`src/rtl/train_pkg.sv`:
```
// Shared definitions for the train sequencer and the timer selector datapath.
// Contents: timer width, default departure-warning duration, state codes and
// the state enum built on those codes.
package train_pkg;

  localparam int unsigned TIMER_W = 19;

  // Departure-warning duration in clk cycles; not runtime-configurable.
  localparam logic [TIMER_W-1:0] T_WARN_DEFAULT = 19'd4096;

  // State codes; the selector datapath decodes these directly.
  localparam logic [3:0] ST_IDLE  = 4'b0000;
  localparam logic [3:0] ST_WARN  = 4'b0010;
  localparam logic [3:0] ST_RUN   = 4'b0011;
  localparam logic [3:0] ST_BRAKE = 4'b0100;
  localparam logic [3:0] ST_DWELL = 4'b0101;
  localparam logic [3:0] ST_FAULT = 4'b1111;

  typedef enum logic [3:0] {
    StIdle  = ST_IDLE,
    StWarn  = ST_WARN,
    StRun   = ST_RUN,
    StBrake = ST_BRAKE,
    StDwell = ST_DWELL,
    StFault = ST_FAULT
  } state_e;

endpackage

```
`src/rtl/train_sequencer_if.sv`:
```
// Operator/sensor inputs and actuator/status outputs of the train sequencer.
// master : drives start/stop_req/station_det/obstacle and the t_* durations,
//          observes present_state, timer_val and the decoded enables.
// slave  : the sequencer side of the same bundle.
interface train_sequencer_if import train_pkg::*; ();

  logic               start;
  logic               stop_req;
  logic               station_det;
  logic               obstacle;
  logic [TIMER_W-1:0] t_run;
  logic [TIMER_W-1:0] t_brake;
  logic [TIMER_W-1:0] t_dwell;
  logic [3:0]         present_state;
  logic [TIMER_W-1:0] timer_val;
  logic               motor_en;
  logic               brake_en;
  logic               door_open;
  logic               busy;
  logic               done;

  modport master (
    output start, stop_req, station_det, obstacle, t_run, t_brake, t_dwell,
    input  present_state, timer_val, motor_en, brake_en, door_open, busy, done
  );

  modport slave (
    input  start, stop_req, station_det, obstacle, t_run, t_brake, t_dwell,
    output present_state, timer_val, motor_en, brake_en, door_open, busy, done
  );

endinterface

```
`src/rtl/train_timer.sv`:
```
// Loadable saturating down-counter that times each sequencer phase.
// Ports:
//   clk, rst_n   : clock, asynchronous active-low reset (count -> 0)
//   load_i       : load load_val_i this cycle (takes priority over hold)
//   load_val_i   : value to load
//   hold_i       : freeze the count
//   count_o      : current count
//   zero_o       : count is zero (phase expiry condition)
module train_timer import train_pkg::*; #(
  parameter int unsigned Width = TIMER_W
) (
  input  logic             clk,
  input  logic             rst_n,
  input  logic             load_i,
  input  logic [Width-1:0] load_val_i,
  input  logic             hold_i,
  output logic [Width-1:0] count_o,
  output logic             zero_o
);

  localparam logic [Width-1:0] One = Width'(1);

  logic [Width-1:0] count_q, count_d;

  always_comb begin
    count_d = count_q;
    if (load_i) begin
      count_d = load_val_i;
    end else if (!hold_i && (count_q != '0)) begin
      // Saturate at zero; never wraps.
      count_d = count_q - One;
    end
  end

  always_ff @(posedge clk or negedge rst_n) begin
    if (!rst_n) begin
      count_q <= '0;
    end else begin
      count_q <= count_d;
    end
  end

  assign count_o = count_q;
  assign zero_o  = (count_q == '0);

endmodule

```
`src/rtl/train_sequencer.sv`:
```
// Moore FSM sequencing one station-to-station cycle: warning, run, brake, dwell.
// Optional feature macro: SEQ_WATCHDOG_EN adds a FAULT state entered when the
// RUN timer expires without a station/stop request; only rst_n leaves FAULT.
// Ports:
//   clk, rst_n : clock, asynchronous active-low reset
//   bus        : train_sequencer_if.slave (inputs, durations, state and enables)
// Parameter:
//   T_WARN     : departure-warning duration in clk cycles
module train_sequencer import train_pkg::*; #(
  parameter logic [TIMER_W-1:0] T_WARN = T_WARN_DEFAULT
) (
  input logic               clk,
  input logic               rst_n,
  train_sequencer_if.slave  bus
);

  state_e             state_q, state_d;
  logic               done_q, done_d;
  logic               tmr_load;
  logic [TIMER_W-1:0] tmr_load_val;
  logic               tmr_hold;
  logic [TIMER_W-1:0] tmr_count;
  logic               tmr_zero;

  train_timer #(
    .Width (TIMER_W)
  ) u_timer (
    .clk        (clk),
    .rst_n      (rst_n),
    .load_i     (tmr_load),
    .load_val_i (tmr_load_val),
    .hold_i     (tmr_hold),
    .count_o    (tmr_count),
    .zero_o     (tmr_zero)
  );

  always_comb begin
    state_d      = state_q;
    done_d       = 1'b0;
    tmr_load     = 1'b0;
    tmr_load_val = '0;
    tmr_hold     = 1'b0;
    unique case (state_q)
      StIdle: begin
        // Keep the counter pinned at zero while idle.
        tmr_load = 1'b1;
        if (bus.start) begin
          state_d      = StWarn;
          tmr_load_val = T_WARN;
        end
      end
      StWarn: begin
        if (bus.obstacle) begin
          tmr_hold = 1'b1;
        end else if (tmr_zero) begin
          state_d      = StRun;
          tmr_load     = 1'b1;
          tmr_load_val = bus.t_run;
        end
      end
      StRun: begin
        // Brake request wins over a coincident watchdog expiry.
        if (bus.station_det || bus.stop_req) begin
          state_d      = StBrake;
          tmr_load     = 1'b1;
          tmr_load_val = bus.t_brake;
        end
`ifdef SEQ_WATCHDOG_EN
        else if (tmr_zero) begin
          state_d  = StFault;
          tmr_load = 1'b1;
        end
`endif
      end
      StBrake: begin
        if (tmr_zero) begin
          state_d      = StDwell;
          tmr_load     = 1'b1;
          tmr_load_val = bus.t_dwell;
        end
      end
      StDwell: begin
        // Obstacle only matters at expiry; the countdown itself keeps running.
        if (tmr_zero && !bus.obstacle) begin
          state_d  = StIdle;
          done_d   = 1'b1;
          tmr_load = 1'b1;
        end
      end
`ifdef SEQ_WATCHDOG_EN
      StFault: begin
        tmr_load = 1'b1;
      end
`endif
      default: begin
        state_d  = StIdle;
        tmr_load = 1'b1;
      end
    endcase
  end

  always_ff @(posedge clk or negedge rst_n) begin
    if (!rst_n) begin
      state_q <= StIdle;
      done_q  <= 1'b0;
    end else begin
      state_q <= state_d;
      done_q  <= done_d;
    end
  end

  assign bus.present_state = state_q;
  assign bus.timer_val     = tmr_count;
  assign bus.motor_en      = (state_q == StRun);
  assign bus.door_open     = (state_q == StDwell);
  assign bus.busy          = (state_q != StIdle);
  assign bus.done          = done_q;
`ifdef SEQ_WATCHDOG_EN
  assign bus.brake_en      = (state_q == StBrake) || (state_q == StFault);
`else
  assign bus.brake_en      = (state_q == StBrake);
`endif

endmodule

```
`src/flat_wrapper.sv`:
```
// flat-port wrapper written by rule: the top's interface ports become plain ports
module train_sequencer_flat import train_pkg::*;
#(
  parameter logic [TIMER_W-1:0] T_WARN = T_WARN_DEFAULT
)
  (clk, rst_n, bus_start, bus_stop_req, bus_station_det, bus_obstacle, bus_t_run, bus_t_brake, bus_t_dwell, bus_present_state, bus_timer_val, bus_motor_en, bus_brake_en, bus_door_open, bus_busy, bus_done);
  train_sequencer_if bus_i ();
  input logic clk;
  input logic rst_n;
  input wire logic [$bits(bus_i.start)-1:0] bus_start;
  input wire logic [$bits(bus_i.stop_req)-1:0] bus_stop_req;
  input wire logic [$bits(bus_i.station_det)-1:0] bus_station_det;
  input wire logic [$bits(bus_i.obstacle)-1:0] bus_obstacle;
  input wire logic [$bits(bus_i.t_run)-1:0] bus_t_run;
  input wire logic [$bits(bus_i.t_brake)-1:0] bus_t_brake;
  input wire logic [$bits(bus_i.t_dwell)-1:0] bus_t_dwell;
  output wire logic [$bits(bus_i.present_state)-1:0] bus_present_state;
  output wire logic [$bits(bus_i.timer_val)-1:0] bus_timer_val;
  output wire logic [$bits(bus_i.motor_en)-1:0] bus_motor_en;
  output wire logic [$bits(bus_i.brake_en)-1:0] bus_brake_en;
  output wire logic [$bits(bus_i.door_open)-1:0] bus_door_open;
  output wire logic [$bits(bus_i.busy)-1:0] bus_busy;
  output wire logic [$bits(bus_i.done)-1:0] bus_done;
  assign bus_i.start = bus_start;
  assign bus_i.stop_req = bus_stop_req;
  assign bus_i.station_det = bus_station_det;
  assign bus_i.obstacle = bus_obstacle;
  assign bus_i.t_run = bus_t_run;
  assign bus_i.t_brake = bus_t_brake;
  assign bus_i.t_dwell = bus_t_dwell;
  assign bus_present_state = bus_i.present_state;
  assign bus_timer_val = bus_i.timer_val;
  assign bus_motor_en = bus_i.motor_en;
  assign bus_brake_en = bus_i.brake_en;
  assign bus_door_open = bus_i.door_open;
  assign bus_busy = bus_i.busy;
  assign bus_done = bus_i.done;
  train_sequencer #(.T_WARN(T_WARN)) u_core (.clk(clk), .rst_n(rst_n), .bus(bus_i));
endmodule
```
`config.mk`:
```
export PLATFORM = sky130hd
export DESIGN_NAME = train_sequencer_flat
export DESIGN_NICKNAME = d
export VERILOG_FILES = /design/src/rtl/train_pkg.sv /design/src/rtl/train_sequencer_if.sv /design/src/rtl/train_timer.sv /design/src/rtl/train_sequencer.sv /design/src/flat_wrapper.sv
export SDC_FILE = /design/constraint.sdc
export NUM_CORES = 1
export LEC_CHECK = 0
export ABC_AREA = 1
export CELL_PAD_IN_SITES_DETAIL_PLACEMENT = 1
export CELL_PAD_IN_SITES_GLOBAL_PLACEMENT = 2
export CORE_ASPECT_RATIO = 1.4
export CORE_MARGIN = 8
export CORE_UTILIZATION = 22
export CTS_BUF_LIST = sky130_fd_sc_hd__clkbuf_2 sky130_fd_sc_hd__clkbuf_4 sky130_fd_sc_hd__clkbuf_8
export CTS_CLUSTER_SIZE = 14
export DETAILED_ROUTE_END_ITERATION = 8
export GPL_TIMING_DRIVEN = 0
export PLACE_DENSITY = 0.82
export SLEW_MARGIN = 20
export SYNTH_ARGS = -nofsm -noshare
export SYNTH_HDL_FRONTEND = slang
export SYNTH_SLANG_ARGS = --single-unit
export TNS_END_PERCENT = 20
```
`constraint.sdc`:
```
create_clock -name clk -period 2.22 [get_ports clk]
set_clock_uncertainty 0.05 [all_clocks]
set_input_delay 0.222 -clock clk [delete_from_list [all_inputs] [get_ports clk]]
set_output_delay 0.222 -clock clk [all_outputs]
set_load 0.05 [all_outputs]
```
* After elaboration in Yosys (flattened, before gate mapping)
Index checks and enable logic that the tools add are counted.
** Operators by class
- Multiplexer cells :: 23
- Reduce and logical (&&, ||, !) cells :: 11
- Equality and inequality tests :: 10
- $add $sub $neg :: 1
** Operator list (count)
- 19-bit two-way mux :: 6
- 19-bit one-hot mux with 4 select lines :: 1
- 4-bit two-way mux :: 6
- 4-bit one-hot mux with 5 select lines :: 1
- 19-bit logical NOT :: 1
- 19-bit nonzero test :: 1
- 19-bit by 1-bit subtractor with 19-bit output, second input constant :: 1
- 13-bit two-way mux :: 1
- 4-bit by 2-bit equality test with 1-bit output, second input constant :: 2
- 4-bit by 3-bit equality test with 1-bit output, second input constant :: 2
- 2-bit by 1-bit != test with 1-bit output, second input constant :: 4
- 1-bit two-way mux :: 7
- 6-bit AND reduction :: 1
- 4-bit logical NOT :: 1
- 2-bit != test, second input constant :: 2
- 1-bit one-hot mux with 4 select lines :: 1
- 4-bit nonzero test :: 1
- 1-bit logical AND :: 2
- 1-bit logical NOT :: 2
- 2-bit nonzero test :: 1
- 1-bit logical OR :: 1
** Storage, ports and cells
- Word-level logic and storage cells :: 48
- Register bits :: 24
- Input bits :: 63

* Depth between registers and ports, before layout
- Depth after elaboration :: 6
- Mapped depth :: 13
- Depth with buffers taken out :: 11

* Cells and area by module
Synthesis repeated with hierarchy kept, for this count alone.
** Second synthesis, totals
- Cells, all modules :: 372
- Area, all modules :: 2158.3 µm²
** By module, submodules not included
- train_timer :: instances 1, cells each 230, area each 1433.9 µm²
- train_sequencer :: instances 1, cells each 142, area each 724.4 µm²

* Worst setup path after synthesis
OpenSTA, ideal clock, no wires.
- Path type :: register to register
- From :: reg u_core.state_q[2], in the netlist u_core.bus.present_state[2]
- To :: reg u_core.u_timer.count_q[0], in the netlist u_core.u_timer.count_o[0]
- Cell stages (with the launch flop) :: 12
- Slack :: -0.388 ns
- Data arrival time :: 2.439 ns
- Path through :: dfrtp_1 > nand2_1 > nor2_1 > inv_1 > nor2_4 > nor2_4 > buf_6 > buf_8 > nand3_2 > nand2_1 > nand2_1 > nand2_1
** RTL lines
- start, declared :: RTL line train_sequencer.sv:17 : state_e state_q, state_d;
- start signal, assigned :: RTL line train_sequencer.sv:104 : state_q <= StIdle;
- start signal, assigned :: RTL line train_sequencer.sv:107 : state_q <= state_d;
- 4-bit by 3-bit equality test with 1-bit output (*)
- net bus_door_open :: RTL line flat_wrapper.sv:21 : output wire logic [$bits(bus_i.door_open)-1:0] bus_door_open;
- 1-bit one-hot mux with 4 select lines (*) :: RTL line train_sequencer.sv:43 : unique case (state_q)
- 19-bit two-way mux or 2-bit nonzero test (tied branches)
- end signal, assigned :: RTL line train_timer.sv:39 : count_q <= count_d;
- end, declared :: RTL line train_timer.sv:23 : logic [Width-1:0] count_q, count_d;
Mark *: on every way through the listed nets, which the timed path passes. The rest lies on a longest branch.
A chain may end at the register's enable or synchronous reset.

* Worst setup path after layout
- From :: reg u_core.u_timer.count_q[0], in the netlist u_core.u_timer.count_o[0]
- To :: reg u_core.u_timer.count_q[15], in the netlist u_core.u_timer.count_o[15]
** Between the ends
- Word-level cells in the longest chain between the ends :: 5
** Ends and longest elaborated chain
- parallel branches: the longest is 5 deep, another holds 19-bit by 1-bit subtractor with 19-bit output
Parallel ways; which one is timed is not known. The select of a mux whose other input is x is not followed.

==> metrics.txt <==
power consumption=4.719 mW; synthesized area per cell=5.989 µm²; clk root buf=clkbuf_8; number of antenna diodes=0; CTS Buffer Depth=2; die area=between 10000 and 15000 µm²; global route overflow=0; vias in the first global route=3052; placed insts=slightly above 600; Synth-to-Final Area Change=50.40%; Final Util=0.3402; buffers and inverters on the worst path=3; width of the chip=103.4 µm; PortBufs=89; DRT Wirelength=slightly below 9000 µm; yosys warns=0; slowest CP cell=dfrtp_1; final setup violation count=0; share of cells above drive strength 1=0.1163; total number of vias=2714; nets@finish=between 500 and 600; Clock Sinks=23; Startpoint Class=flop; core area=~10000 µm²; static leakage=1.834 nW; max-cap violation count=0; Residual DRC=0; Row Count=between 40 and 50; Max IR drop VDD=0.0003764 V; WL per Instance=13.98 µm; DR iter-0 viols=45; mapped cell area=2354 µm²; setup slack after layout=153.8 ps; hpwl dp=approximately 7400 µm; Worst path max stage delay=approximately 420 ps; Distinct cells, synth=28; fin. max-slew vios=0; starting density of the core=0.2262; post-synthesis sequential area ratio=0.2446; non-filler cells, final=628; P per Cell Area=1333 nW/µm²; First-pass DRT Iterations=4; Storage cell area=576.8 µm²; Clk Latency, worst-skew pair=~280 ps; Die Span Y=138.4 µm; antenna violations before repair=0; Synth top area share=0.2446; WP data arrival=2200 ps; largest net degree at the start of global routing=24; final instance area=3540 µm²; Worst-path clk slew=100 ps; top cells by area, synth=dfrtp_1 24%, nand2_1 19%, nor2_1 11%, inv_1 8.5%, nand3_1 7.0%; first-pass GRT wire length=roughly 15000 µm; Placer Congestion=0.8427; Hold Crit Class=input port to asynchronous set/reset pin; DR vias/cell=4.322; Multi-input gate area=1468 µm²; status=finished clean; cell chain of the critical path=inv_2, ha_2, nand3_2, nor2_2, nand3_2, nor2_4, nor2_4, buf_6, buf_8, nand3_2, nand2_1, nand2_1, nand2_1; GRT Overall Usage=0.1255; critical path fanouts, max=10; crit end category=flop; Levels on crit path=13; most frequent cells in the layout=117 x nand2_1, 84 x clkdlybuf4s50_1, 69 x nor2_1, 52 x inv_1, 33 x nand3_1; delay-heaviest family, CP=simple AND/OR/NAND/NOR gates; final hold slack=416.8 ps; Post-Place Setup Slack=-14.68 ps; H-tree Lvls=1; relative slew slack=0.6105; Worst Max-Slew Pin Slew=584.3 ps; Tmin final=~2100 ps; post-route setup TNS=0 ps; CP Data Required Time=2350 ps; TritonCTS clock tree=built; antenna viol nets, final=0; commonest non-fill, non-tap cell in the layout=nand2_1; leading area contributor after synthesis=dfrtp_1; total CTS buffers=3; fmax=484.0 MHz; RSZ-0062 raised after global routing=true; Syn Nets=458; Filler cells=roughly 1300; #FFs+latches synth=23; final cycle utilization of the critical path=0.9307; Syn Inst Count=393; Placed Area=between 3000 and 4000 µm²; Reg2Reg Depth=13; Ports=91; WS Path Type=flop to flop; Fin. Hold Viols=0
-- final timing paths --
| check | from | end | slack (ps) |
|---|---|---|---|
| setup / recovery | u_core.u_timer.count_o[0] | u_core.u_timer.count_o[15] | 150 |
| hold / removal | rst_n | u_core.bus.present_state[1] | 420 |
| setup reg to reg | u_core.u_timer.count_o[0] | u_core.u_timer.count_o[15] | 150 |
| hold reg to reg | u_core.u_timer.count_o[18] | u_core.u_timer.count_o[18] | 550 |
| max in group asynchronous | rst_n | u_core.bus.present_state[2] | 1290 |
| min in group clk | u_core.u_timer.count_o[18] | u_core.u_timer.count_o[18] | 550 |
-- cell families after synthesis --
| kind of cell | count (synthesis) | share of synthesized area |
|---|---|---|
| AND/OR/NAND/NOR | 256 | 0.4950 |
| buffers and inverters | 70 | 0.1403 |
| AO/OA/AOI/OAI | 28 | 0.05954 |
| flip-flops | 23 | 0.2445 |
| XOR/XNOR | 13 | 0.04838 |
| adder cells (fa/ha/maj) | 2 | 0.01063 |
| other | 1 | 0.001593 |
-- per-layer routing --
layer / GRT usage / vias to the layer above / wire length, µm
met5: 0 / - / 0
met1: 0.1384 / 1255 / 3565
met2: 0.2351 / 59 / 4695
met4: 0.03213 / 0 / 85
met3: 0.01910 / 5 / 436
li1: - / 1395 / -
-- what timing repair did --
action / 4_1_cts / 5_1_grt
setup buffers: 0 / 3
gates resized for setup: 2 / 11
gates cloned: 0 / 0
pin swaps: 0 / 1
endpoints found under the hold margin: 23 / 0
hold buffers: 1 / 0
endpoints found under the setup margin: 13 / 15
-- report_power, final --
part,internal [mW],switching [mW],total [mW],leakage [nW]
Sequential,0.585,0.265,0.850,0.303
Clock,0.126,0.166,0.293,0.0255
Combinational,1.33,2.25,3.58,1.51
-- synthesized netlist by cell type (all sizes together) --
cell type  instances
nor3b              1
a21oi              1
xor2               6
xnor2              7
buf               14
inv               55
nand3b             1
or2                1
nor2              81
o21ai             27
nor3               2
ha                 2
dfrtp             23
conb               1
nand2            119
clkbuf             1
nand3             46
nand4              5
-- layout make-up --
| class | instances | share of cell area |
|---|---|---|
| clock inverters | 1 | 0.001414 |
| flip-flops and latches | 23 | 0.1630 |
| plain buffers | 15 | 0.03747 |
| inverters | 55 | 0.05832 |
| well taps | 138 | 0.04878 |
| multi-input cells | 300 | 0.4146 |
| repair buffers | 93 | 0.2648 |
| clock buffers | 3 | 0.01166 |
-- state kept, by name, indices dropped and copies added, names as in the netlist --
register                  cells
u_core.bus.done               1
u_core.bus.present_state      3
u_core.u_timer.count_o       19
No activity file was read; power rests on OpenSTA's default activity.
